## config.mk

```make
export PLATFORM = sky130hd
export DESIGN_NAME = sym_vn_rank_lut
export DESIGN_NICKNAME = d
export VERILOG_FILES = /design/src/rtl/sym_vn_rank_lut.sv
export SDC_FILE = /design/constraint.sdc
export NUM_CORES = 1
export LEC_CHECK = 0
export ABC_AREA = 0
export BUFFER_PORTS_ARGS = -buffer_cell sky130_fd_sc_hd__buf_2
export CORE_ASPECT_RATIO = 0.8
export CORE_MARGIN = 3
export CORE_UTILIZATION = 62
export DETAILED_ROUTE_END_ITERATION = 12
export GPL_TIMING_DRIVEN = 0
export PLACE_DENSITY = 0.81
export SYNTH_ARGS = -nofsm -noshare
export SYNTH_HDL_FRONTEND = slang
export SYNTH_SLANG_ARGS = --single-unit
```

## constraint.sdc

```tcl
create_clock -name read_clk -period 2.24 [get_ports read_clk]
set_input_delay 0 -clock read_clk [delete_from_list [all_inputs] [get_ports read_clk]]
set_output_delay 0 -clock read_clk [all_outputs]
set_load 0.01 [all_outputs]
```

## src/rtl/sym_vn_rank_lut.sv

```systemverilog
// Four-read-port, two-bank LUT memory for the symmetric VN IB lookup with one shared dual-bank write port.
// Optional macro SYM_VN_ADDR_PIPE_EN adds a registered address stage (read latency 2 instead of 1).
module sym_vn_rank_lut #(
    parameter int QUAN_SIZE       = 3,
    parameter int LUT_PORT_SIZE   = 3,
    parameter int ENTRY_ADDR      = 5,
    parameter int MULTI_FRAME_NUM = 2,
    localparam int PW             = ENTRY_ADDR - $clog2(MULTI_FRAME_NUM)
) (
    input  logic                     read_clk,
    input  logic                     rstn,
    input  logic [LUT_PORT_SIZE-2:0] y0_in_A,
    input  logic [LUT_PORT_SIZE-2:0] y0_in_B,
    input  logic [LUT_PORT_SIZE-2:0] y0_in_C,
    input  logic [LUT_PORT_SIZE-2:0] y0_in_D,
    input  logic [QUAN_SIZE-1:0]     y1_in_A,
    input  logic [QUAN_SIZE-1:0]     y1_in_B,
    input  logic [QUAN_SIZE-1:0]     y1_in_C,
    input  logic [QUAN_SIZE-1:0]     y1_in_D,
    input  logic                     read_addr_offset,
    output logic [LUT_PORT_SIZE-1:0] lut_data0,
    output logic [LUT_PORT_SIZE-1:0] lut_data1,
    output logic [LUT_PORT_SIZE-1:0] lut_data2,
    output logic [LUT_PORT_SIZE-1:0] lut_data3,
    output logic                     bank_addr_A,
    output logic                     bank_addr_B,
    output logic                     bank_addr_C,
    output logic                     bank_addr_D,
    output logic [PW-1:0]            page_addr_A,
    output logic [PW-1:0]            page_addr_B,
    output logic [PW-1:0]            page_addr_C,
    output logic [PW-1:0]            page_addr_D,
    input  logic [LUT_PORT_SIZE-1:0] lut_in_bank0,
    input  logic [LUT_PORT_SIZE-1:0] lut_in_bank1,
    input  logic [PW-1:0]            page_write_addr,
    input  logic                     write_addr_offset,
    input  logic                     we
);

    localparam int DEPTH = 1 << (PW + 1);

    logic [LUT_PORT_SIZE-2:0] y0_s [4];
    logic [QUAN_SIZE-1:0]     y1_s [4];
    logic [ENTRY_ADDR-1:0]    entry_s [4];
    logic                     bank_s [4];
    logic [PW-1:0]            page_s [4];

    logic                     rd_bank_s [4];
    logic [PW-1:0]            rd_page_s [4];
    logic                     rd_off_s;

    logic [LUT_PORT_SIZE-1:0] mem0_q [DEPTH];
    logic [LUT_PORT_SIZE-1:0] mem1_q [DEPTH];
    logic                     wr_en_s;
    logic [PW:0]              wr_idx_s;

    logic [LUT_PORT_SIZE-1:0] lut_d [4];
    logic [LUT_PORT_SIZE-1:0] lut_q [4];

    assign y0_s[0] = y0_in_A;
    assign y0_s[1] = y0_in_B;
    assign y0_s[2] = y0_in_C;
    assign y0_s[3] = y0_in_D;
    assign y1_s[0] = y1_in_A;
    assign y1_s[1] = y1_in_B;
    assign y1_s[2] = y1_in_C;
    assign y1_s[3] = y1_in_D;

    // Entry address decode: the y1 LSB picks the bank, the remaining bits form the page.
    always_comb begin
        for (int i = 0; i < 4; i++) begin
            entry_s[i] = {y0_s[i], y1_s[i]};
            bank_s[i]  = entry_s[i][0];
            page_s[i]  = entry_s[i][ENTRY_ADDR-1:1];
        end
    end

`ifdef SYM_VN_ADDR_PIPE_EN
    logic          bank_d [4];
    logic          bank_q [4];
    logic [PW-1:0] page_d [4];
    logic [PW-1:0] page_q [4];
    logic          roff_d;
    logic          roff_q;

    // Next value of the address pipeline stage.
    always_comb begin
        for (int i = 0; i < 4; i++) begin
            bank_d[i] = bank_s[i];
            page_d[i] = page_s[i];
        end
        roff_d = read_addr_offset;
    end

    // Address pipeline register.
    always_ff @(posedge read_clk or negedge rstn) begin
        if (!rstn) begin
            for (int i = 0; i < 4; i++) begin
                bank_q[i] <= 1'b0;
                page_q[i] <= {PW{1'b0}};
            end
            roff_q <= 1'b0;
        end else begin
            bank_q <= bank_d;
            page_q <= page_d;
            roff_q <= roff_d;
        end
    end

    // The memory is read with the registered address.
    always_comb begin
        for (int i = 0; i < 4; i++) begin
            rd_bank_s[i] = bank_q[i];
            rd_page_s[i] = page_q[i];
        end
        rd_off_s = roff_q;
    end
`else
    // The memory is read straight from the decoded address.
    always_comb begin
        for (int i = 0; i < 4; i++) begin
            rd_bank_s[i] = bank_s[i];
            rd_page_s[i] = page_s[i];
        end
        rd_off_s = read_addr_offset;
    end
`endif

    assign bank_addr_A = rd_bank_s[0];
    assign bank_addr_B = rd_bank_s[1];
    assign bank_addr_C = rd_bank_s[2];
    assign bank_addr_D = rd_bank_s[3];
    assign page_addr_A = rd_page_s[0];
    assign page_addr_B = rd_page_s[1];
    assign page_addr_C = rd_page_s[2];
    assign page_addr_D = rd_page_s[3];

    // Write qualification: writes are dropped while reset is asserted.
    always_comb begin
        wr_en_s  = we & rstn;
        wr_idx_s = {write_addr_offset, page_write_addr};
    end

    // Dual-bank storage; contents survive reset. Non-blocking update keeps same-edge reads on the old word.
    always_ff @(posedge read_clk) begin
        if (wr_en_s) begin
            mem0_q[wr_idx_s] <= lut_in_bank0;
            mem1_q[wr_idx_s] <= lut_in_bank1;
        end
    end

    // Asynchronous LUTRAM-style read mux for each port.
    always_comb begin
        for (int i = 0; i < 4; i++) begin
            if (rd_bank_s[i]) begin
                lut_d[i] = mem1_q[{rd_off_s, rd_page_s[i]}];
            end else begin
                lut_d[i] = mem0_q[{rd_off_s, rd_page_s[i]}];
            end
        end
    end

    // Registered read data.
    always_ff @(posedge read_clk or negedge rstn) begin
        if (!rstn) begin
            for (int i = 0; i < 4; i++) begin
                lut_q[i] <= {LUT_PORT_SIZE{1'b0}};
            end
        end else begin
            lut_q <= lut_d;
        end
    end

    assign lut_data0 = lut_q[0];
    assign lut_data1 = lut_q[1];
    assign lut_data2 = lut_q[2];
    assign lut_data3 = lut_q[3];

endmodule

```

==> results of run 1 <==
[metrics by stage]
stage,total power [mW],instances,TNS [ns],hold slack (ns)
after floorplan,5.166,750,0,-0.2956
after CTS,9.061,1114,0,0.008775
after global placement,5.617,1070,-4.436,-0.03258
after global routing,9.316,1115,-0.001962,0.04761
final,9.138,1115,-0.2515,0.01648
after detailed placement,5.647,1070,-5.085,-0.01624
[metal layers]
layer	vias up	global-route usage (%)	wire length, um
met1	4590	52.42	14300
met3	213	17.15	7892
li1	3423	-	-
met5	-	0	13
met4	2	16.26	2487
met2	1129	58.52	18950
[what timing repair did]
action	CTS	global route
hold buffers	7	0
gates resized for setup	2	12
setup buffers	0	1
hold endpoints to repair	87	0
setup endpoints to repair	2	8
[worst max path at each step]
stage	from	to	slack (ns)
final	y0_in_D[1]	lut_data3[1]	-0.09
after global routing	mem1_q[17][2]	lut_data2[2]	-0.002
after CTS	mem1_q[17][2]	lut_data2[2]	0.04
after detailed placement	y1_in_C[2]	lut_data2[1]	-0.53
after global placement	y1_in_A[2]	lut_data0[0]	-0.48
after floorplan	mem1_q[17][0]	lut_data2[0]	0.38
[sequential cells by signal (all words and copies together), names as in the netlist]
| name | flops |
|---|---|
| lut_data1 | 3 |
| lut_data0 | 3 |
| lut_data2 | 3 |
| lut_data3 | 3 |
| mem1_q | 96 |
| mem0_q | 96 |
[report_power, final]
group	internal [mW]	switching (mW)	leakage, nW
Clock	1.99	1.50	0.318
Sequential	4.22	0.0308	1.87
Combinational	0.591	0.800	2.45
Total	6.80	2.34	4.63
[cell type report]
type	count	area, um2	area share [%]
multi-input combinational	456	6218	43.96
sequential	204	6066	42.88
clock buffer	29	598.1	4.228
buffer	90	504.2	3.565
timing repair buffer	64	357.8	2.530
tap	264	330.3	2.335
clock inverter	8	70.07	0.4954
[worst max-delay path, cell delays in order]
cell and delay [ns]:
clkbuf_1 0.57, buf_1 0.82, mux4_2 0.42, mux2i_1 0.14, mux2i_1 0.09, mux2i_1 0.47
mux2i_1 0.18
[cell usage after synthesis, types with 2 or more instances]
cell,instances
nor2b_1,11
nor3_1,9
nand4_1,7
o22a_1,7
a211oi_1,2
edfxtp_1,192
a2111oi_0,8
o41ai_1,6
o22ai_1,13
buf_2,29
buf_4,22
nand2b_1,6
mux4_1,8
mux4_2,189
nor2_1,51
nand3_1,19
nor3b_1,2
a21oi_1,3
o21ai_0,18
o221ai_1,6
nand2_1,11
or2_0,2
buf_6,2
mux2i_1,42
clkbuf_1,26
nand3b_1,3
buf_1,10
mux2_2,16
or3_1,3
a32o_1,2
o21a_1,2
dfrtp_1,12
[kinds of logic after synthesis]
kind of cell	count (synthesis)	synth area share, %
flops	204	47.49
simple gates	129	4.967
compound gates	72	4.046
mux	255	39.67
buf+inv	90	3.821
[layout by cell type (no fill, tap or decap), types with 8 or more instances in the layout]
| master | synthesis | routed |
|---|---|---|
| dfrtp_1 | 12 | 12 |
| buf_4 | 22 | 24 |
| mux2i_1 | 42 | 42 |
| nand3_1 | 19 | 19 |
| nor2_1 | 51 | 51 |
| clkbuf_16 | 0 | 23 |
| nor3_1 | 9 | 9 |
| mux4_1 | 8 | 8 |
| nor2b_1 | 11 | 11 |
| mux4_2 | 189 | 189 |
| clkbuf_1 | 26 | 27 |
| o22ai_1 | 13 | 13 |
| mux2_2 | 16 | 16 |
| edfxtp_1 | 192 | 192 |
| nand2_1 | 11 | 11 |
| buf_2 | 29 | 82 |
| a2111oi_0 | 8 | 8 |
| buf_1 | 10 | 8 |
| o21ai_0 | 18 | 18 |
==> summary.md, run 1 <==
| Metric | Value |
|---|---|
| DIE AREA | 22,370 um2 |
| DRC | 0 |
| Grt ovf | 0 |
| Max-Cap Viols | 0 |
| Largest net degree at the start of global routing | 33 |
| Crit end category | flop |
| Number of flops mapped to enable cells by yosys | 192 |
| Final Hold Viols | 0 |
| First-pass GRT wire length | 63,250 um |
| Max Clock Skew | 0.01468 ns |
| Layout cell share with drive strength beyond 1 | 41.48% |
| Fin crit share | 104.2% |
| CP arrival | 2.70 ns |
| Starting Density | 63.77% |
| Worst vdd ir | 0.0005468 V |
| TritonCTS clock tree | built |
| Pleak | 4.633 nW |
| Overall routed net length | 43,650 um |
| Setup Viol. Count Final | 7 |
| Pwr Density | 646.1 nW/um2 |
| Core Area | 20,030 um2 |
| Critical R2R Capture | lut_data0[1] |
| Fmax achieved | 428.5 MHz |
| Synthesis-to-layout area growth | 10.75% |
| Minimum clock period | 2.334 ns |
| R2R depth | 4 |
| Reg-to-Reg Start | mem1_q[15][1] |
| Layout fillers | 1,290 |
| Root buf cell | clkbuf_16 |
| WP data required | 2.61 ns |
| Register bit total from synthesis | 204 |
| Drt initial violations | 1,986 |
| Synth Flop Type | edfxtp_1 |
| Final net count | 873 |
| H-tree depth | 1 |
| Initial antenna violation count | 1 |
| Synth area leaders | edfxtp_1 (45%), mux4_2 (33%), mux2i_1 (3.3%) |
| Antenna viol nets, final | 0 |
| Global placer's final weighted congestion | 1.094 |
| Vias post-DR | 9,357 |
| Setup WS post-layout | -0.09384 ns |
| Syn Inst Count | 750 |
| N_diodes | 0 |
| Slew Limit Headroom | 20.50% |
| DP Area | 13,380 um2 |
| Inserted Clock Buffers | 22 |
| Detail Placement HPWL | 31,020 um |
| Vias in the first global route | 9,253 |
| Worst R2R Setup Slack | -0.03 ns |
| Top cell type's share of synthesized area | 45.14% |
| Min-Delay Path Class | input pin to flop |
| Hold path endpoint | mem0_q[17][2] |
| Netlist Area Pre-Place | 12,770 um2 |
| Clock Latency Late Sink | 0.52 ns |
| Hold Crit Start | lut_in_bank0[2] |
| Actual slew at the worst max-slew pin | 1.188 ns |
| Sequential element share of the synthesized area | 47.49% |
| Final Util | 70.62% |
| Total GRT Usage | 39.50% |
| Pre-CTS worst setup slack | -0.5338 ns |
| Failing checks | negative setup slack |
| FP Rows | 46 |
| Clock slew at reported path FFs | 0.07 ns |
| CTS sink count | 204 |
| DIE WIDTH | 166.5 um |
| Clock Path Buffers | 3 |
| Netlist cell types | 43 |
| Pins over their slew limit | 0 |
| Avg Cell Area, Syn | 17.03 um2 |
| Final Cell Area | 14,140 um2 |
| Dominant cell type by area after synthesis | edfxtp_1 |
| Status | complete, but fails checks |
| # port buffers | 56 |
| IO Pins | 67 |
| CP startpoint kind | input pin |
| DR WL/cell | 39.15 um |
| Crit Path Class | input pin to flop |
| WHS Path Cells | 1 |
| Synth warn | 0 |
| CP Max Fanout | 10 |
| Initial DRT Pass Iterations | 9 |
| Ys async rst share | 5.882% |
| Syn nets | 785 |
| Routed vias/inst | 8.392 |
| Die Ht | 134.4 um |
Power figures use the tool's default switching activity.
==> run 2, diff against run 1 <==
Settings changed: ABC_AREA 0 to 1, CORE_UTILIZATION 62 to 43, PLACE_DENSITY 0.81 to unset.
==> run 2 against run 1 <==
The flow now finishes without violations; critical path depth is 2 lower; clock skew hardly changed; combinational power is 53% higher; hold slack better by 0.0078 ns; sequential power hardly changed; synthesized cell count grew to 2.8 times the previous value; non-clock buffer count is 86 higher; clock power hardly changed; global-route usage is 4.8 points higher; first-iteration DRC count is 81% higher; critical path type unchanged.
==> summary.md, run 2 <==
| Metric | Value |
|---|---|
| Dominant cell type by area after synthesis | edfxtp_1 |
| Status | completed |
| Setup Viol. Count Final | 0 |
| Pre-CTS worst setup slack | -0.6543 ns |
| Largest stage delay on the critical path | 1.14 ns |
| Netlist Area Pre-Place | 14,370 um2 |
| Vias in the first global route | 14.68k |
| Crit path max-delay family | simple AND/OR/NAND/NOR gates |
| Max Clock Skew | 0.01507 ns |
| Commonest cells after routing, fill and taps aside | nand2_1 (973), nand3_1 (660), edfxtp_1 (192) |
| Pins over their slew limit | 0 |
| Synth warn | 0 |
| Tot Pwr | 9.868 mW |
| Vias post-DR | 16.61k |
| Count leader, synth | nand2_1 |
| Antenna viol nets, final | 0 |
| Crit end category | flop |
| Minimum clock period | 2.175 ns |
| Actual slew at the worst max-slew pin | 1.157 ns |
| CP startpoint kind | input pin |
| Worst path slowest cell | nor2_1 |
| # port buffers | 57 |
| WP data required | 2.39 ns |
| Detail Placement HPWL | 59,120 um |
| CP arrival | 2.32 ns |
| Inserted Clock Buffers | 21 |
| DIE WIDTH | 210.4 um |
| Clock Latency Late Sink | 0.54 ns |
| Top cell type's share of synthesized area | 40.13% |
| Drt initial violations | 3,591 |
| DIE AREA | 35,660 um2 |
| Buf/Inv on CP | 2 |
| TritonCTS clock tree | built |
| Commonest non-fill, non-tap cell in the layout | nand2_1 |
| Final net count | 2,194 |
| RSZ-0062 raised after global routing | no |
| CTS sink count | 204 |
| Fin crit share | 97.11% |
| H-tree depth | 1 |
| Synthesis-to-layout area growth | 10.82% |
| Netlist cell types | 13 |
| Overall routed net length | 80,550 um |
| Clock Path Buffers | 3 |
| Synth Flop Type | edfxtp_1 |
| Syn nets | 2,108 |
| Final Cell Area | 15,920 um2 |
| Sequential element share of the synthesized area | 42.22% |
| Total GRT Usage | 44.30% |
| Grt ovf | 0 |
| Worst vdd ir | 0.0005851 V |
| First-pass GRT wire length | 110,500 um |
| DRC | 0 |
| Avg Cell Area, Syn | 6.931 um2 |
| Setup WS post-layout | 0.06475 ns |
| Largest net degree at the start of global routing | 33 |
| Initial DRT Pass Iterations | 9 |
| Routed vias/inst | 6.382 |
| DP Area | 15,190 um2 |
| Die Ht | 169.5 um |
| Root buf cell | clkbuf_16 |
| Clock slew at reported path FFs | 0.07 ns |
| Biggest regs | mem0_q (96), mem1_q (96) |
| Final Hold Viols | 0 |
| Crit Path Class | input pin to flop |
| FP Rows | 59 |
| Initial antenna violation count | 6 |
| CP Max Fanout | 8 |
| IO Pins | 67 |
| Number of flops mapped to enable cells by yosys | 192 |
| Synth top cells by count | nand2_1 (973), nand3_1 (660), edfxtp_1 (192) |
| Max-Cap Viols | 0 |
| Min-Delay Path Class | input pin to flop |
| Starting Density | 43.93% |
| DR WL/cell | 30.94 um |
| Global placer's final weighted congestion | 1.176 |
| CP cell instances | buf_2 > nand2_1 > inv_1 > nand3_1 > nor2_1 |
| Synth area leaders | edfxtp_1 (40%), nand2_1 (25%), nand3_1 (23%) |
| Register bit total from synthesis | 204 |
| Fmax achieved | 459.7 MHz |
| Layout cell share with drive strength beyond 1 | 10.95% |
| Syn Inst Count | 2,073 |
| Slew Limit Headroom | 22.57% |
| Pwr Density | 619.8 nW/um2 |
| Pleak | 6.986 nW |
| Core Area | 32,700 um2 |
| Final Util | 48.69% |
| Ys async rst share | 5.882% |
[run 2: cell types whose count changed after synthesis, sizes merged, moves of 9 or more]
cell,before,now
nand2,11,973
nor3,9,0
o21ai,18,0
o22ai,13,0
nor2,51,32
mux4,197,0
mux2,16,0
mux2i,42,0
nand3,19,660
inv,0,27
buf,64,157
nor2b,11,0
[run 2: metal layers]
metal	part of all wire, %	wire length [um]	global-route usage, %
met4	5.2	4164	17.52
met1	39	31260	62.20
met2	37	30180	58.51
met3	18	14750	20.42
met5	0.25	199	3.183
[run 2: logic make-up after synthesis]
logic type | share of synthesized area [%]
flops | 42.22
buf+inv | 8.534
simple gates | 49.25
[run 2: layout make-up]
cell class / count / area (um2)
well taps: 427 / 534.3
repair buffers: 63 / 345.3
flip-flops and latches: 204 / 6066
diodes: 2 / 5.005
inverters: 27 / 111.4
clock inverters: 10 / 80.08
clock buffers: 28 / 581.8
multi-input cells: 1665 / 7083
plain buffers: 177 / 1115
fillers: 3343 / 16780
[run 2: worst paths after layout]
check | start | to | slack [ns] | cells after the start
max | rstn | mem1_q[28][0] | 0.06 | 5
min | y0_in_D[1] | lut_data3[2] | 0.02 | 5
max reg2reg | mem0_q[19][0] | lut_data2[0] | 0.53 | 8
min reg2reg | mem1_q[8][1] | lut_data3[1] | 0.94 | 8
max in group asynchronous | rstn | lut_data1[1] | 1.39 | 3
min in group asynchronous | rstn | lut_data0[1] | 0.51 | 3
[run 2: timing repair]
item	4_1_cts	5_1_grt
hold buffers	6	0
endpoints found under the setup margin	18	0
resized for setup	3	0
endpoints found under the hold margin	24	0
buffers inserted	0	0
[run 2: metrics by stage]
| stage | cells | TNS, ns | hold WS [ns] |
|---|---|---|---|
| 2_1_floorplan | 2073 | 0 | -0.2956 |
| 3_3_place_gp | 2557 | -41.68 | -0.1237 |
| 3_5_place_dp | 2557 | -49.95 | -0.1122 |
| 4_1_cts | 2601 | 0 | 0.008210 |
| 5_1_grt | 2603 | 0 | 0.05591 |
| 6_report | 2603 | 0 | 0.02432 |
[run 2: worst min-delay path, delay by kind of cell]
family / cells / cell delay (ns)
buffers and inverters: 1 / 0.16
and+or+nand+nor: 4 / 0.37
[run 2: where the power goes]
group,internal (mW),switching (mW)
Clock,1.94,1.53
Sequential,4.22,0.0409
Combinational,0.549,1.58
Total,6.72,3.15
